`src/rtl/mips_pkg.sv`:
```
// Shared definitions for the MIPS pipeline: opcodes, ALU op encodings and ID/EX control.
// Includes the control decoder used by the decode stage.
package mips_pkg;

    localparam int unsigned REG_AW = 5;

    localparam logic [5:0] OP_RTYPE = 6'h00;
    localparam logic [5:0] OP_J     = 6'h02;
    localparam logic [5:0] OP_BEQ   = 6'h04;
    localparam logic [5:0] OP_BNE   = 6'h05;
    localparam logic [5:0] OP_ADDI  = 6'h08;
    localparam logic [5:0] OP_LW    = 6'h23;
    localparam logic [5:0] OP_SW    = 6'h2B;

    typedef enum logic [1:0] {
        AluAdd  = 2'b00,
        AluSub  = 2'b01,
        AluFunc = 2'b10
    } aluop_e;

    typedef struct packed {
        logic   regwrite;
        logic   memread;
        logic   memwrite;
        logic   memtoreg;
        logic   alusrc;
        aluop_e aluop;
    } ctrl_t;

    localparam ctrl_t CTRL_BUBBLE = '{
        regwrite: 1'b0,
        memread:  1'b0,
        memwrite: 1'b0,
        memtoreg: 1'b0,
        alusrc:   1'b0,
        aluop:    AluAdd
    };

    // Unknown opcodes fall through to the bubble so they behave as a NOP.
    function automatic ctrl_t decode_ctrl(input logic [5:0] op);
        ctrl_t c;
        c = CTRL_BUBBLE;
        case (op)
            OP_RTYPE: begin
                c.regwrite = 1'b1;
                c.aluop    = AluFunc;
            end
            OP_LW: begin
                c.regwrite = 1'b1;
                c.memread  = 1'b1;
                c.memtoreg = 1'b1;
                c.alusrc   = 1'b1;
            end
            OP_SW: begin
                c.memwrite = 1'b1;
                c.alusrc   = 1'b1;
            end
            OP_ADDI: begin
                c.regwrite = 1'b1;
                c.alusrc   = 1'b1;
            end
            OP_BEQ, OP_BNE: begin
                c.aluop = AluSub;
            end
            default: c = CTRL_BUBBLE;
        endcase
        return c;
    endfunction

endpackage

```
`src/rtl/reg_file.sv`:
```
// Register file: two combinational read ports, one synchronous write port, $0 hardwired to zero.
// A write in the same cycle as a read of the same register is bypassed to the read port.
module reg_file
    import mips_pkg::*;
#(
    parameter int unsigned NREG = 32,
    parameter int unsigned DW   = 32
) (
    input  logic              clk,
    input  logic              rst,
    input  logic [REG_AW-1:0] raddr1,
    input  logic [REG_AW-1:0] raddr2,
    output logic [DW-1:0]     rdata1,
    output logic [DW-1:0]     rdata2,
    input  logic              we,
    input  logic [REG_AW-1:0] waddr,
    input  logic [DW-1:0]     wdata
);

    logic [DW-1:0] regs_q [NREG];
    logic          wr_en;

    assign wr_en = we && (waddr != '0);

    always_ff @(posedge clk or posedge rst) begin
        if (rst) begin
            for (int i = 0; i < int'(NREG); i++) begin
                regs_q[i] <= '0;
            end
        end else if (wr_en) begin
            regs_q[waddr] <= wdata;
        end
    end

    always_comb begin
        rdata1 = regs_q[raddr1];
        rdata2 = regs_q[raddr2];
        if (raddr1 == '0) begin
            rdata1 = '0;
        end else if (wr_en && (waddr == raddr1)) begin
            rdata1 = wdata;
        end
        if (raddr2 == '0) begin
            rdata2 = '0;
        end else if (wr_en && (waddr == raddr2)) begin
            rdata2 = wdata;
        end
    end

endmodule

```
`src/rtl/id_stage.sv`:
```
// MIPS instruction-decode stage: register file, control decode, early branch resolution,
// load-use/branch hazard stalls and the ID/EX register. ID_STALL_COUNT_EN adds stall_cnt.
module id_stage
    import mips_pkg::*;
#(
    parameter int unsigned NREG = 32,
    parameter int unsigned DW   = 32
) (
    input  logic              clk,
    input  logic              rst,
    input  logic [5:0]        opcode,
    input  logic [REG_AW-1:0] rs,
    input  logic [REG_AW-1:0] rt,
    input  logic [REG_AW-1:0] rd,
    input  logic [15:0]       immediate,
    input  logic [5:0]        func,
    input  logic              wb_write,
    input  logic [REG_AW-1:0] wb_reg,
    input  logic [DW-1:0]     wb_data,
    input  logic              mem_memread,
    input  logic [REG_AW-1:0] mem_dst,
    output logic              eq,
    output logic              jmp,
    output logic              beq,
    output logic              bne,
    output logic              PCwrite,
    output logic              awrite,
    output logic [DW-1:0]     ex_read1,
    output logic [DW-1:0]     ex_read2,
    output logic [DW-1:0]     ex_imm,
    output logic [REG_AW-1:0] ex_rs,
    output logic [REG_AW-1:0] ex_rt,
    output logic [REG_AW-1:0] ex_dst,
    output logic [5:0]        ex_func,
    output logic              ex_regwrite,
    output logic              ex_memread,
    output logic              ex_memwrite,
    output logic              ex_memtoreg,
    output logic              ex_alusrc,
    output logic [1:0]        ex_aluop
`ifdef ID_STALL_COUNT_EN
    ,
    output logic [31:0]       stall_cnt
`endif
);

    logic [DW-1:0]     read1;
    logic [DW-1:0]     read2;
    logic [DW-1:0]     imm_ext;
    logic [REG_AW-1:0] dst;
    ctrl_t             ctrl;

    logic is_rtype, is_sw, is_beq, is_bne, is_j, is_branch, rt_used;
    logic load_use, branch_ex, branch_mem, branch_stall, stall;

    logic [DW-1:0]     read1_q, read2_q, imm_q;
    logic [REG_AW-1:0] rs_q, rt_q, dst_q;
    logic [5:0]        func_q;
    ctrl_t             ctrl_q;

    reg_file #(
        .NREG (NREG),
        .DW   (DW)
    ) u_reg_file (
        .clk    (clk),
        .rst    (rst),
        .raddr1 (rs),
        .raddr2 (rt),
        .rdata1 (read1),
        .rdata2 (read2),
        .we     (wb_write),
        .waddr  (wb_reg),
        .wdata  (wb_data)
    );

    assign ctrl     = decode_ctrl(opcode);
    assign is_rtype = (opcode == OP_RTYPE);
    assign is_sw    = (opcode == OP_SW);
    assign is_beq   = (opcode == OP_BEQ);
    assign is_bne   = (opcode == OP_BNE);
    assign is_j     = (opcode == OP_J);
    assign is_branch = is_beq || is_bne;
    assign rt_used  = is_rtype || is_sw || is_branch;

    assign dst     = is_rtype ? rd : rt;
    assign imm_ext = {{(DW-16){immediate[15]}}, immediate};
    assign eq      = (read1 == read2);

    // Hazard detection against the ID/EX register and the load sitting in MEM.
    always_comb begin
        load_use   = ctrl_q.memread && (dst_q != '0) &&
                     ((dst_q == rs) || ((dst_q == rt) && rt_used));
        branch_ex  = ctrl_q.regwrite && (dst_q != '0) && ((dst_q == rs) || (dst_q == rt));
        branch_mem = mem_memread && (mem_dst != '0) && ((mem_dst == rs) || (mem_dst == rt));
        branch_stall = is_branch && (branch_ex || branch_mem);
        // Reset releases the stall immediately, even mid-cycle.
        stall = (load_use || branch_stall) && !rst;
    end

    always_comb begin
        PCwrite = !stall;
        awrite  = !stall;
        jmp     = is_j && !stall && !rst;
        beq     = is_beq && !stall && !rst;
        bne     = is_bne && !stall && !rst;
    end

    always_ff @(posedge clk or posedge rst) begin
        if (rst) begin
            read1_q <= '0;
            read2_q <= '0;
            imm_q   <= '0;
            rs_q    <= '0;
            rt_q    <= '0;
            dst_q   <= '0;
            func_q  <= '0;
            ctrl_q  <= CTRL_BUBBLE;
        end else if (stall) begin
            read1_q <= '0;
            read2_q <= '0;
            imm_q   <= '0;
            rs_q    <= '0;
            rt_q    <= '0;
            dst_q   <= '0;
            func_q  <= '0;
            ctrl_q  <= CTRL_BUBBLE;
        end else begin
            read1_q <= read1;
            read2_q <= read2;
            imm_q   <= imm_ext;
            rs_q    <= rs;
            rt_q    <= rt;
            dst_q   <= dst;
            func_q  <= func;
            ctrl_q  <= ctrl;
        end
    end

    assign ex_read1    = read1_q;
    assign ex_read2    = read2_q;
    assign ex_imm      = imm_q;
    assign ex_rs       = rs_q;
    assign ex_rt       = rt_q;
    assign ex_dst      = dst_q;
    assign ex_func     = func_q;
    assign ex_regwrite = ctrl_q.regwrite;
    assign ex_memread  = ctrl_q.memread;
    assign ex_memwrite = ctrl_q.memwrite;
    assign ex_memtoreg = ctrl_q.memtoreg;
    assign ex_alusrc   = ctrl_q.alusrc;
    assign ex_aluop    = ctrl_q.aluop;

`ifdef ID_STALL_COUNT_EN
    logic [31:0] stall_cnt_q;

    always_ff @(posedge clk or posedge rst) begin
        if (rst) begin
            stall_cnt_q <= '0;
        end else if (!PCwrite) begin
            stall_cnt_q <= stall_cnt_q + 32'd1;
        end
    end

    assign stall_cnt = stall_cnt_q;
`endif

endmodule

```
`config.mk`:
```
export PLATFORM = sky130hd
export DESIGN_NAME = id_stage
export DESIGN_NICKNAME = d
export VERILOG_FILES = /design/src/rtl/mips_pkg.sv /design/src/rtl/reg_file.sv /design/src/rtl/id_stage.sv
export SDC_FILE = /design/constraint.sdc
export NUM_CORES = 2
export LEC_CHECK = 0
export CORE_ASPECT_RATIO = 0.6
export CORE_MARGIN = 4
export CORE_UTILIZATION = 51
export CTS_CLUSTER_DIAMETER = 30
export DETAILED_ROUTE_END_ITERATION = 6
export PLACE_DENSITY = 0.71
export RECOVER_POWER = 25
export SYNTH_ARGS = -nofsm -noshare
export SYNTH_HDL_FRONTEND = slang
export SYNTH_SLANG_ARGS = --single-unit
```
`constraint.sdc`:
```
create_clock -name clk -period 61.6 [get_ports clk]
set_input_delay 18.48 -clock clk [delete_from_list [all_inputs] [get_ports clk]]
set_output_delay 18.48 -clock clk [all_outputs]
set_load 0.03 [all_outputs]
```
# == Yosys cells after proc, flatten, opt, wreduce, memory -nomap -nowiden ==
# Cells that the tools add are included.
# op_classes
n_mux,27
eq_ne,13
bitwise,3
n_reduce_logical,38
order_cmp,4
# ops
cell,n
1024-bit bitwise mux,1
32-bit two-way mux,12
32-bit binary-select mux with 5-bit select,2
32-bit demux with 5-bit select,1
32-bit equality test,1
5-bit equality test,6
5-bit two-way mux,4
1-bit logical AND,19
"6-bit greater-or-equal comparator, second input constant",3
5-bit inverter with 6-bit output,3
5-bit nonzero test,3
"6-bit by 3-bit equality test with 1-bit output, second input constant",2
"6-bit equality test, second input constant",2
5-bit zero test,2
1-bit logical OR,8
7-bit two-way mux,1
"6-bit by 2-bit equality test with 1-bit output, second input constant",1
"6-bit by 4-bit equality test with 1-bit output, second input constant",1
6-bit zero test,1
"6-bit by 1-bit less-than comparator with 1-bit output, second input constant",1
6-bit two-way mux,1
3-bit OR reduction,2
1-bit two-way mux,4
2-bit one-hot mux with 2 select lines,1
2 further kinds,3
# totals
ff_bits,1148
out_inout_bits,130

# == Logic depth before layout (Yosys ltp) ==
# depth
word_depth,11
mapped_depth,15

# == Hierarchy ==
# Synthesis repeated with hierarchy kept, for this count alone.
# hier_totals
hier_cells,4323
area_unflattened_um2,60254.0
# modules_own_cells
mod,cells_per_inst,area_each_um2,n_inst,seq_area_each_um2
reg_file,3969,55882.3,1,25624.6
id_stage,354,4371.7,1,2677.6

# == Least setup slack after synthesis ==
# Ideal clock, no wire load.
# synth_timing
kind,input-to-output
startpoint,input port rst
endpoint,output port awrite
cell_stages,6
path_slack_ps,-1618
n_path_buf,3
t_arrival_ps,44738
required_ps,43120
path_cell_list,inv_1 > and2_1 > clkbuf_1 > buf_1 > inv_1 > buf_4
# synth_between
elab_chain_len,3
# synth_lines
item,line_no,rtl
start: declaration,id_stage.sv:10,"input logic rst,"
1-bit zero test (no line),--,
1-bit logical AND,id_stage.sv:97,stall = (load_use || branch_stall) && !rst;
1-bit zero test,--,
end: declaration,id_stage.sv:27,"output logic awrite,"
# No other way between the ends.

# == Worst setup path after layout ==
# layout_timing
startpoint,input port rs[0]
endpoint,output port eq
# layout_between
elab_chain_len,7
elab_cells_between_ends,10
classes_between,eq/ne: 2; mux: 5; bitwise: 1; reduce/logical: 2
# layout_lines
item,line_no,rtl
start: declaration,id_stage.sv:12,"input logic [REG_AW-1:0] rs,"
5-bit inverter with 6-bit output (not written as such),reg_file.sv:36,rdata1 = regs_q[raddr1];
32-bit binary-select mux with 5-bit select,reg_file.sv:36,
32-bit two-way mux (not written as such) (2 in a row),reg_file.sv:36,
32-bit two-way mux,reg_file.sv:40,end else if (wr_en && (waddr == raddr1)) begin
32-bit two-way mux *,reg_file.sv:38,if (raddr1 == '0) begin
32-bit equality test *,id_stage.sv:87,assign eq = (read1 == read2);
end: declaration,id_stage.sv:22,"output logic eq,"
# Every way passes the cells marked *; elsewhere a longest branch is shown, timed or not. The select of a mux whose other input is x is not followed.

==> results_dict.tcl <==
set metrics [dict create \
    yosys_warnings 0 \
    p_per_area_mw_per_mm2 35.5 \
    violations "capacitance limit, slew limit" \
    finalCritPeriodShare_pct 71.1 \
    grt_pass1_wl_um 305000 \
    syn_to_final_growth_pct 14.2 \
    routed-via-count 41700 \
    tightestPinTransition_ns 4.28 \
    clk_path_buf_depth 3 \
    cts_tree "yes" \
    clkSlewWorstSetupHoldPaths_ns 0.05 \
    critPathCaptureType "primary output" \
    netlist-cell-type-count 72 \
    grt_max_degree 173 \
    synthFlopType "dfrtp_1" \
    setup_tns_ns 0 \
    postCtsSetupRepairBufs 0 \
    synthCells 4161 \
    irDropWorstVdd_uv 31.0 \
    drive_gt1_share_pct 43.4 \
    initial_core_util_pct 51.8 \
    cts-buffers-inserted 164 \
    critPathLaunchType "primary input" \
    required_ns 43.12 \
    drc 0 \
    hold_buffers 0 \
    dpl.hpwl_um 122000 \
    dr.pass1.iters 6 \
    hold_viol 0 \
    max_cap_viol_count 16 \
    ios 219 \
    dieArea_mm2 0.123 \
    routed_wl_um 212000 \
    grt_overflow 0 \
    grt_pass1_vias 41400 \
    syn_nets 4250 \
    synthArstFlopShare_pct 100 \
    cts_resized 0 \
    worstSetupPathType "in -> out" \
    numClockSinks 1131 \
    dieHeight_um 273 \
    finalSetupViolCount 0 \
    slew_headroom_pct -185 \
    seq_area_mm2 0.0283 \
    fmax_mhz 22.8 \
    cts-root-buf "clkbuf_16" \
    avgSynthCellArea_um2 14.4 \
    synth.ff_latch_count 1131 \
    drt-wirelength-per-cell_um 36.1 \
    maxSlewViolCount 452 \
    fin_nets 4296 \
    htree_num_levels 4 \
    ys_seq_area_share_pct 47.4 \
    fin_skew_ns 0.0331 \
    finalWeightedCongestion 0.897 \
    ant_nets 0 \
    multi_input_area_mm2 0.0290 \
    antenna_found_initial 21 \
    cp_data_arrival_time_ns 25.32 \
    io_buffers 218 \
    synth-edff-count 0 \
    fp-row-count 96 \
    leakagePower_uw 0.0298 \
    via_per_inst 7.08 \
    synth.cell_area_mm2 0.0597 \
    grt.total_usage_pct 34.4 \
    rsz0062_at_grt "no" \
    period_needed_ns 43.80 \
    clock_latency_ns 0.81 \
    power_uw 2420 \
    hold_class "reg -> reg" \
    core_mm2 0.115 \
    run_status "finished with violations" \
    path_max_fanout 51 \
    drtIter0Drc 5752 \
    fp.dieW_um 450 \
    nFillCells 8922 \
]
synthesized netlist by cell type (9+ instances only):
cell      number  area, µm²
dfrtp_1     1131      28300
mux2_2      1016      11400
mux4_2       398       8960
mux2i_1      235       2350
clkbuf_1     231        867
nand2_1      143        537
a22oi_1      110        826
nor2_1       109        409
buf_1         67        251
buf_2         64        320
nor2b_1       55        344
a21oi_1       50        250
buf_4         48        360
buf_6         44        495
o22ai_1       40        250
nand3_1       38        190
o21ai_0       35        175
xnor2_1       31        272
xor2_1        30        263
mux4_1        28        736
o221ai_1      24        210
a32oi_1       23        201
nor3_1        18       90.1
a211oi_1      17        128
a221oi_1      17        149
and2_1        12       75.1
nor4_1        10       62.6
nand3b_1       9       67.6
nand4_1        9       56.3
sequential cells by signal, summed over array words and instances (netlist names):
signal	flops
ex_memread	1
ex_alusrc	1
ex_dst	5
ex_read2	32
ex_func	6
ex_imm	16
ex_rs	5
ex_aluop	2
ex_memwrite	1
ex_rt	5
ex_read1	32
u_reg_file.regs_q	1024
ex_regwrite	1
through the flow:
| step | cells | utilization, % | hold slack, ns | setup slack (ns) | instance area [µm²] |
|---|---|---|---|---|---|
| 3_3_place_gp | 5560 | 54.2 | 0.376 | 17.80 | 62500 |
| 6_report | 5887 | 59.1 | 0.396 | 17.80 | 68200 |
| 4_1_cts | 5866 | 59.2 | 0.395 | 17.81 | 68200 |
| 3_5_place_dp | 5560 | 54.2 | 0.379 | 17.84 | 62500 |
| 2_1_floorplan | 4161 | - | 0.438 | 5.72 | 59700 |
| 5_1_grt | 5869 | 59.1 | 0.402 | 17.59 | 68100 |
routing by layer:
layer	vias to the layer above	routed length [µm]	GRT usage (%)
met4	20	10700	16.9
met3	628	30100	14.2
met2	3102	86500	46.2
met5	-	255	0
met1	21900	84700	48.0
li1	16000	-	-
critical path, cell delays in order:
cell             delay [ns]
buf_8                  0.39
buf_4                  0.81
buf_4                  0.89
buf_4                  0.89
mux4_2                 0.61
mux4_2                 0.47
and2_1                 0.21
o22ai_1                0.27
xor2_1                 0.14
nor3_1                 0.37
nand3_1                0.19
nor4_2                 0.60
clkdlybuf4s50_1        0.81
final timing paths:
path	from	end	slack, ns	cells after the start
setup / recovery	rs[0]	eq	17.80	13
hold / removal	u_reg_file.regs_q[1002]	u_reg_file.regs_q[1002]	0.40	0
setup reg to reg	ex_dst[3]	ex_read1[10]	58.00	8
hold reg to reg	u_reg_file.regs_q[1002]	u_reg_file.regs_q[1002]	0.40	0
max in group asynchronous	rst	ex_read2[27]	35.64	7
min in group asynchronous	rst	ex_memwrite	18.63	2
logic make-up (layout without fill, tap and decap cells):
logic type                count (synthesis)  count (layout)  share of synthesized area (%)
DFF                                    1131            1131                           47.4
xor gates and xnor gates                 61              61                          0.895
AOI/OAI and AO/OA                       381             381                           4.63
and+or+nand+nor                         436             436                           3.51
buffers and inverters                   475             661                           4.23
other                                     0              21                              0
muxes                                  1677            1677                           39.3
power breakdown:
part	switching (µW)	total (µW)	leakage [µW]	internal, µW
logic	217	468	0.0126	251
clock network	389	969	0.00276	580
registers	104	983	0.0145	879
total	710	2420	0.0298	1710
placed cells by master, fill, tap and decap left out, drive strengths merged, types with 40 or more instances in the layout:
cell / Yosys / final
clkinv: 2 / 63
a22oi: 112 / 112
clkbuf: 231 / 198
dfrtp: 1131 / 1131
mux2i: 235 / 235
nand2: 143 / 143
buf: 234 / 129
a21oi: 51 / 51
nor2: 111 / 111
mux4: 426 / 426
mux2: 1016 / 1016
nor2b: 55 / 55
clkdlybuf4s50: 0 / 101
dlygate4sd3: 0 / 107
o22ai: 40 / 40
cell type report:
type | count | share of cell area (%)
multi-input combinational | 2555 | 42.6
clock buffer | 190 | 6.41
inverter | 10 | 0.0587
sequential | 1131 | 41.5
clock inverter | 116 | 1.96
tap | 1519 | 2.79
timing repair buffer | 345 | 4.63
antenna | 21 | 0.0771
Note: power is estimated with default switching activity, not from simulation.
